$ cat src/rtl/calc1_port_driver.sv
// rtl/calc1_port_driver.sv - calc1 port stimulus driver: command FIFO, two-cycle request issue, paired response wait
//
// Ports:
//   c_clk, reset             clock (posedge) and synchronous active-high reset
//   stim_valid/stim_ready    command offer from the bench / FIFO not full
//   stim_cmd/op1/op2/last    command code, operands, end-of-test marker
//   req_cmd_in/req_data_in   request bus shared by the DUV and the reference model
//   duv_out_resp/ref_out_resp  response codes from DUV and reference (non-zero = responded)
//   test_change              level that inverts once per completed test
//   busy                     FIFO non-empty or a command in flight
//   timeout_err              sticky, a command was abandoned waiting for responses
//   issued_cnt               commands issued since reset, wrapping
module calc1_port_driver #(
    parameter int FIFO_DEPTH = 4,
    parameter int TIMEOUT    = 64,
    parameter int GAP_CYCLES = 1
) (
    input  logic        c_clk,
    input  logic        reset,
    input  logic        stim_valid,
    output logic        stim_ready,
    input  logic [0:3]  stim_cmd,
    input  logic [0:31] stim_op1,
    input  logic [0:31] stim_op2,
    input  logic        stim_last,
    output logic [0:3]  req_cmd_in,
    output logic [0:31] req_data_in,
    input  logic [0:1]  duv_out_resp,
    input  logic [0:1]  ref_out_resp,
    output logic        test_change,
    output logic        busy,
    output logic        timeout_err,
    output logic [0:15] issued_cnt
);
    localparam int PTR_W   = (FIFO_DEPTH > 1) ? $clog2(FIFO_DEPTH) : 1;
    localparam int CNT_A   = (TIMEOUT > GAP_CYCLES) ? TIMEOUT : GAP_CYCLES;
    localparam int CNT_MAX = (CNT_A > 4) ? CNT_A : 4;
    localparam int WCNT_W  = $clog2(CNT_MAX + 1);
    localparam int ENTRY_W = 4 + 32 + 32 + 1;

    typedef enum logic [2:0] {
        S_IDLE,
        S_SEND_OP1,
        S_SEND_OP2,
        S_WAIT_RESP,
        S_GAP
    } state_t;

    state_t state, state_next;

    // FIFO entry layout: {cmd, op1, op2, last}
    logic [ENTRY_W-1:0] fifo_mem [FIFO_DEPTH];
    logic [PTR_W-1:0]   wr_ptr, rd_ptr;
    logic [PTR_W:0]     fifo_count;
    logic               fifo_full, fifo_empty;
    logic               push, pop;

    logic [0:3]         hold_cmd;
    logic [0:31]        hold_op1, hold_op2;
    logic               hold_last;

    logic               duv_seen, ref_seen;
    logic               duv_now, ref_now;
    logic [WCNT_W-1:0]  wait_cnt;
    logic               wait_done, wait_timeout, wait_exit;

    assign fifo_full  = (fifo_count == (PTR_W+1)'(FIFO_DEPTH));
    assign fifo_empty = (fifo_count == '0);
    assign stim_ready = !fifo_full;
    assign push       = stim_valid && !fifo_full;
    assign busy       = (state != S_IDLE) || !fifo_empty;

    // Responses landing this cycle count towards completion immediately.
    assign duv_now = duv_seen || (duv_out_resp != 2'b00);
    assign ref_now = ref_seen || (ref_out_resp != 2'b00);

    always_comb begin
        state_next   = state;
        pop          = 1'b0;
        wait_done    = 1'b0;
        wait_timeout = 1'b0;
        wait_exit    = 1'b0;
        req_cmd_in   = '0;
        req_data_in  = '0;
        case (state)
            S_IDLE: begin
                if (!fifo_empty) begin
                    pop        = 1'b1;
                    state_next = S_SEND_OP1;
                end
            end
            S_SEND_OP1: begin
                req_cmd_in  = hold_cmd;
                req_data_in = hold_op1;
                state_next  = S_SEND_OP2;
            end
            S_SEND_OP2: begin
                req_data_in = hold_op2;
                state_next  = S_WAIT_RESP;
            end
            S_WAIT_RESP: begin
                // A no-op gets no response, so it waits a fixed four cycles
                // to stay aligned with the bench.
                if (hold_cmd == 4'd0) begin
                    wait_done = (wait_cnt == WCNT_W'(3));
                end else begin
                    wait_done = duv_now && ref_now;
                end
                wait_timeout = !wait_done && (wait_cnt == WCNT_W'(TIMEOUT - 1));
                wait_exit    = wait_done || wait_timeout;
                if (wait_exit) begin
                    state_next = (GAP_CYCLES == 0) ? S_IDLE : S_GAP;
                end
            end
            S_GAP: begin
                if (wait_cnt == WCNT_W'(GAP_CYCLES - 1)) begin
                    state_next = S_IDLE;
                end
            end
            default: state_next = S_IDLE;
        endcase
    end

    always_ff @(posedge c_clk) begin
        if (push) begin
            fifo_mem[wr_ptr] <= {stim_cmd, stim_op1, stim_op2, stim_last};
        end
    end

    always_ff @(posedge c_clk) begin
        if (reset) begin
            state       <= S_IDLE;
            wr_ptr      <= '0;
            rd_ptr      <= '0;
            fifo_count  <= '0;
            hold_cmd    <= '0;
            hold_op1    <= '0;
            hold_op2    <= '0;
            hold_last   <= 1'b0;
            duv_seen    <= 1'b0;
            ref_seen    <= 1'b0;
            wait_cnt    <= '0;
            test_change <= 1'b0;
            timeout_err <= 1'b0;
            issued_cnt  <= '0;
        end else begin
            state <= state_next;

            if (push) begin
                wr_ptr <= wr_ptr + PTR_W'(1);
            end
            if (pop) begin
                rd_ptr    <= rd_ptr + PTR_W'(1);
                hold_cmd  <= fifo_mem[rd_ptr][ENTRY_W-1 -: 4];
                hold_op1  <= fifo_mem[rd_ptr][ENTRY_W-5 -: 32];
                hold_op2  <= fifo_mem[rd_ptr][32:1];
                hold_last <= fifo_mem[rd_ptr][0];
            end
            case ({push, pop})
                2'b10:   fifo_count <= fifo_count + (PTR_W+1)'(1);
                2'b01:   fifo_count <= fifo_count - (PTR_W+1)'(1);
                default: fifo_count <= fifo_count;
            endcase

            case (state)
                S_SEND_OP1: begin
                    issued_cnt <= issued_cnt + 16'd1;
                end
                S_SEND_OP2: begin
                    duv_seen <= 1'b0;
                    ref_seen <= 1'b0;
                    wait_cnt <= '0;
                end
                S_WAIT_RESP: begin
                    duv_seen <= duv_now;
                    ref_seen <= ref_now;
                    if (wait_exit) begin
                        // Counter is reused to time the inter-command gap.
                        wait_cnt <= '0;
                        if (wait_timeout) begin
                            timeout_err <= 1'b1;
                        end
                        if (hold_last) begin
                            test_change <= ~test_change;
                        end
                    end else begin
                        wait_cnt <= wait_cnt + WCNT_W'(1);
                    end
                end
                S_GAP: begin
                    wait_cnt <= wait_cnt + WCNT_W'(1);
                end
                default: begin
                end
            endcase
        end
    end

endmodule

$ cat config.mk
export PLATFORM = sky130hd
export DESIGN_NAME = calc1_port_driver
export DESIGN_NICKNAME = d
export VERILOG_FILES = /design/src/rtl/calc1_port_driver.sv
export SDC_FILE = /design/constraint.sdc
export NUM_CORES = 1
export LEC_CHECK = 0
export CELL_PAD_IN_SITES_DETAIL_PLACEMENT = 1
export CELL_PAD_IN_SITES_GLOBAL_PLACEMENT = 1
export CORE_MARGIN = 8
export CORE_UTILIZATION = 30
export CTS_BUF_LIST = sky130_fd_sc_hd__clkbuf_2 sky130_fd_sc_hd__clkbuf_4 sky130_fd_sc_hd__clkbuf_8
export DETAILED_ROUTE_END_ITERATION = 10
export MAX_ROUTING_LAYER = met4
export PLACE_DENSITY_LB_ADDON = 0.1
export SLEW_MARGIN = 0
export SYNTH_ARGS = -nofsm -noshare
export SYNTH_HDL_FRONTEND = slang
export SYNTH_SLANG_ARGS = --single-unit
export TNS_END_PERCENT = 20
$ cat constraint.sdc
create_clock -name c_clk -period 3.2 [get_ports c_clk]
set_input_delay 0.96 -clock c_clk [delete_from_list [all_inputs] [get_ports c_clk]]
set_output_delay 0.96 -clock c_clk [all_outputs]
set_load 0.01 [all_outputs]
==> results.toml, run 1 <==
[power]
powerDensity_mw_per_mm2 = 796
pwr-share-clk_pct = 31.7
p_int_mw = 10.1
p_sw_mw = 4.35
finalPower_mw = 14.5
p_leak_nw = 6.05
pwr-share-seq_pct = 45.9
vdd_drop_max_mv = 0.366
p_sw_share_pct = 30.1
power.share.combinational_pct = 22.5

[yosys]
synth-main-ff-cell = "edfxtp_1"
yosysWarnings = 0
synthMostInstantiatedCell = "edfxtp_1"
synth_commonest_cells = "276 x edfxtp_1, 151 x nand2_1, 106 x dfxtp_1"
synth_area_leader_cell = "edfxtp_1"
ys_seq_elements = 382
synth_area_leaders = "edfxtp_1 57%, dfxtp_1 15%, mux4_2 11%"
synth_top_area_share_pct = 57.2
synth_area_sq_mm = 0.0145
syn_nets = 1009
avgSynthCellArea_sq_um = 15.7
synth-async-reset-ratio_pct = 0
synth-edff-count = 276
seq_area_frac_synth_pct = 71.8
syn_inst = 924
synth_cell_type_count = 48

[setup_path]
worstSetupPathType = "reg -> out"
start_kind = "flop"
critPathLaunch = "state[1]$_SDFFE_PP0P_"
arrival_ps = 2140
r2r-start = "fifo_count[0]$_SDFFE_PP0P_"
cp.required_ps = 2240
reg2regPathDepth = 9
worst_setup_path_end_kind = "output pin"
worst-path-max-fanout = 18

[final_layout]
final_cells = 1776
fin_area_sq_mm = 0.0182
post_route_cells_drive_above_1_share_pct = 21.2
regArea_sq_mm = 0.0104
final_core_util_pct = 38.1
num-nets-final = 1187
fillers = 4868
syn_to_final_growth_pct = 25.5
multiInputGateArea_sq_mm = 0.00385

[floorplanning]
die_height_microns = 236
die_x_microns = 236
rows = 80
dieArea_sq_mm = 0.0556
ios = 132
core_sq_mm = 0.0477
initial_core_util_pct = 30.4

[global_routing]
grt-ovfl-total = 0
grt_pass1_wl_microns = 59700
grt_usage_pct = 14.7
grt_pass1_vias = 9277
antenna_found_initial = 4
grt_max_degree = 71

[placed_design]
dp.final_hpwl_microns = 24900
place_inst = 1643
numPortBuffers = 131
gp_congestion = 0.744
place_area_sq_mm = 0.0167
place_ws_ps = 161

[clock_tree]
clock_sink_count = 382
clk_transition_reported_paths_ps = 60
cts_buffer_depth = 3
cts_max_level = 3
cts_tree = "done"
clock_latency_ps = 610
cts-root-buf = "clkbuf_8"
holdBufCountCts = 0
cts_made_buffers = 69

[drt]
wirelength_microns = 39800
wl_per_cell_microns = 22.4
vias_per_cell = 4.79
antenna_left = 0
num_vias = 8515
drt_first_pass_iters = 4
drc = 0
drt_first_iter_violations = 354

[timing]
period_minus_slack_ps = 3100
setup_ws_ps = 103
fmax_mhz = 323
skew_ps = 22.3
fin_setup_tns_ps = 0
fin_worst_hold_slack_ps = 457
tightest_slew_ps = 869
slew_violations = 0
min_period_over_period_pct = 96.8
finalHoldViolCount = 0
finalSetupViolCount = 0
grt_setup_unrepaired = "true"
slew_headroom_pct = 42.1

[run_status]
status = "completed"

[worst_hold_path]
hp-class = "reg -> reg"
worstHoldStart = "hold_op1[2]$_SDFFE_PP0P_"
min_delay_path_depth = 2

[run]
max_cap_viol_count = 0
[cell usage in the layout, fill, tap and decap left out, types with 3 or more instances in the layout]
master	count
dfxtp_1	104
dlygate4sd2_1	28
nand2_1	150
or2_2	3
o31ai_1	6
a31oi_1	4
xor2_1	13
o2111ai_1	3
and2_1	5
or4_1	5
and4_1	3
nor2b_1	3
inv_1	10
buf_12	15
mux4_2	69
buf_4	13
clkdlybuf4s50_1	94
clkdlybuf4s15_1	6
clkbuf_8	74
and3_4	4
nand3_1	8
edfxtp_1	276
nor2_1	27
ha_1	8
or3_1	3
xnor2_1	6
nor4_1	4
clkbuf_4	41
nand4_1	3
o21ai_0	6
nor3_1	6
a21oi_1	83
a22o_1	32
clkinv_1	5
diode_2	4
[sequential cells by signal, indices dropped and copies added, names as in the netlist]
name	count
hold_cmd	4
state	3
fifo_mem	276
hold_last	1
timeout_err	1
rd_ptr	2
hold_op1	32
test_change	1
wr_ptr	2
issued_cnt	16
duv_seen	1
ref_seen	1
fifo_count	3
hold_op2	32
wait_cnt	7
[final timing paths]
kind	to	slack [ps]
max	req_data_in[21]	100
min	hold_op1[2]$_SDFFE_PP0P_	460
max reg2reg	fifo_count[2]$_SDFFE_PP0P_	770
min reg2reg	hold_op1[2]$_SDFFE_PP0P_	460
[worst max-delay path, stage by stage, from the launching register on]
cell and delay [ps]:
dfxtp_1 300, buf_4 170, nor3b_4 230, buf_4 160, buf_12 150, a22o_1 210
dlygate4sd2_1 290
[power groups by stage]
stage	Sequential [mW]	Clock (mW)	Combinational (mW)
global placement	6.77	0	3.31
global route	6.74	4.98	3.59
finish	6.64	4.59	3.25
detailed placement	6.77	0	3.30
floorplan	6.47	0	2.07
CTS	6.68	4.80	3.36
[metal layers]
metal  share of wire [%]  track usage, %  vias up
met5                   0               -        -
met4                 2.6            4.62        0
met3                 4.8            4.20       78
met2                  47            22.9      197
met1                  45            18.4     4350
li1                    -               -     3890
[cell families after synthesis]
kind of cell | synth area share [%]
buf+inv | 1.95
fa+ha+maj | 0.829
mux | 10.9
xor+xnor | 1.15
compound gates | 5.83
simple gates | 7.54
flops | 71.8
[repair_timing]
action | 4_1_cts | 5_1_grt
buffers inserted | 2 | 0
endpoints found under the setup margin | 37 | 13
pin swaps | 1 | 0
gates resized for setup | 45 | 11
gates cloned | 1 | 0
[cell type report]
type	instances	share of cell area [%]
multi-input cells	477	21.2
well taps	615	4.23
diodes	4	0.0551
clock inverters	11	0.337
inverters	11	0.227
clock buffers	115	7.30
repair buffers	161	9.37
flip-flops and latches	382	57.3
Note: power is estimated with default switching activity, not from simulation.
==> run 2, diff against run 1 <==
--- a/config.mk
+++ b/config.mk
@@ -17,4 +17,4 @@
 export SYNTH_ARGS = -nofsm -noshare
 export SYNTH_HDL_FRONTEND = slang
 export SYNTH_SLANG_ARGS = --single-unit
-export TNS_END_PERCENT = 20
+export TNS_END_PERCENT = 10
==> results of run 2 <==
Final layout, timing and power as in run 1 (identical DEF).
==> run 3, diff against run 2 <==
==> constraint.sdc (replaced) <==
create_clock -name c_clk -period 3.2 [get_ports c_clk]
set_input_delay 0.64 -clock c_clk [delete_from_list [all_inputs] [get_ports c_clk]]
set_output_delay 0.64 -clock c_clk [all_outputs]
set_load 0.01 [all_outputs]
==> results.toml, run 3 (synthesized netlist as in run 1, its figures left out) <==
[placed_design]
gp_congestion = 0.721
numPortBuffers = 131
place_ws_ps = 479
dp.final_hpwl_microns = 26100

[final_layout]
multiInputGateArea_sq_mm = 0.00383
layout_common_cells = "276 x edfxtp_1, 150 x nand2_1, 129 x clkdlybuf4s50_1"
fillers = 4874
largestRegisters = "fifo_mem (276), hold_op1 (32), hold_op2 (32)"
regArea_sq_mm = 0.0104
syn_to_final_growth_pct = 26.2
mostFrequentLayoutCell = "edfxtp_1"
num-nets-final = 1189
top_register = "fifo_mem"
largest_register_ff_count = 276
post_route_cells_drive_above_1_share_pct = 21.0

[run_status]
status = "completed"

[global_routing]
grt-ovfl-total = 0
grt_pass1_vias = 9262
grt_usage_pct = 14.8
antenna_found_initial = 7
grt_max_degree = 93
grt_pass1_wl_microns = 60400

[clock_tree]
cts-root-buf = "clkbuf_8"
clock_latency_ps = 620
clock_sink_count = 382
cts_tree = "done"
cts_made_buffers = 70
cts_max_level = 3
cts_resized = 1
holdBufCountCts = 0
clk_transition_reported_paths_ps = 50
cts_buffer_depth = 3
cts_setup_buffers = 0

[setup_path]
worst_setup_path_end_kind = "output pin"
path_cells = "nor2b_1 > nor2b_2 > buf_12 > a22o_1 > clkdlybuf4s50_1"
slowest_delay_ps = 580
cp_num_buf_inv = 2
start_kind = "flop"
arrival_ps = 2410
worst-path-max-fanout = 34
crit_family = "buffers and inverters"
cp.required_ps = 2560
cp_slowest_cell = "clkdlybuf4s50_1"
worstSetupPathType = "reg -> out"

[floorplanning]
rows = 80
die_x_microns = 236
ios = 132
dieArea_sq_mm = 0.0556
core_sq_mm = 0.0477
initial_core_util_pct = 30.4
die_height_microns = 236

[worst_hold_path]
hp-class = "in -> reg"

[timing]
finalSetupViolCount = 0
grt_setup_unrepaired = "false"
tightest_slew_ps = 875
setup_ws_ps = 148
finalHoldViolCount = 0
fin_setup_tns_ps = 0
min_period_over_period_pct = 95.4
period_minus_slack_ps = 3050
skew_ps = 27.3
slew_headroom_pct = 41.7
fmax_mhz = 328
slew_violations = 0

[power]
powerDensity_mw_per_mm2 = 810
finalPower_mw = 14.8
p_leak_nw = 5.97
vdd_drop_max_mv = 0.377

[drt]
drc = 0
drt_first_iter_violations = 407
vias_per_cell = 4.73
wl_per_cell_microns = 22.4
wirelength_microns = 39900
drt_first_pass_iters = 4
num_vias = 8438
antenna_left = 0

[run]
max_cap_viol_count = 0
## run 3: changes by cell type in the layout (fill, tap and decap cells not counted), sizes merged
cell and change:
bufinv +2, diode +3, clkdlybuf4s50 +35, clkinv +2
dlygate4sd2 -28, buf +1, clkbuf -1, clkdlybuf4s15 -6
inv -1, dlymetal6s2s +1
## run 3: power by group
part / internal (mW) / switching [mW] / total (mW)
Clock: 2.89 / 2.02 / 4.91
Combinational: 1.37 / 1.84 / 3.21
Sequential: 6.14 / 0.550 / 6.69
Total: 10.4 / 4.41 / 14.8
## run 3: metrics by stage
stage	util, %	std cells	area, sq um	hold WS [ps]
after floorplan	-	924	14500	436
after global placement	35.1	1647	16800	447
after detailed placement	35.1	1647	16800	452
after CTS	38.3	1777	18300	258
after global routing	38.3	1784	18300	279
final	38.3	1784	18300	330
## run 3: final cells by class
cell class,instances,area share (%)
tap,615,4.21
antenna,7,0.0958
inverter,11,0.226
timing repair buffer,162,9.33
clock buffer,116,7.57
sequential,382,57.0
clock inverter,14,0.650
multi-input combinational,477,20.9
## run 3: worst paths after layout
check                                   from  slack [ps]                         end  cells past startpoint
hold / removal                         reset         330   hold_op1[17]$_SDFFE_PP0P_                      2
hold reg to reg    hold_op1[28]$_SDFFE_PP0P_         460   hold_op1[28]$_SDFFE_PP0P_                      2
setup reg to reg  fifo_count[0]$_SDFFE_PP0P_         780  fifo_count[2]$_SDFFE_PP0P_                      9
setup / recovery       state[1]$_SDFFE_PP0P_         150             req_data_in[13]                      5
## run 3: routing by layer
| metal | share of wire (%) | GRT usage (%) |
|---|---|---|
| met1 | 46 | 18.8 |
| met2 | 46 | 22.6 |
| met3 | 5.9 | 4.44 |
| met4 | 1.9 | 4.65 |
| met5 | 0 | - |
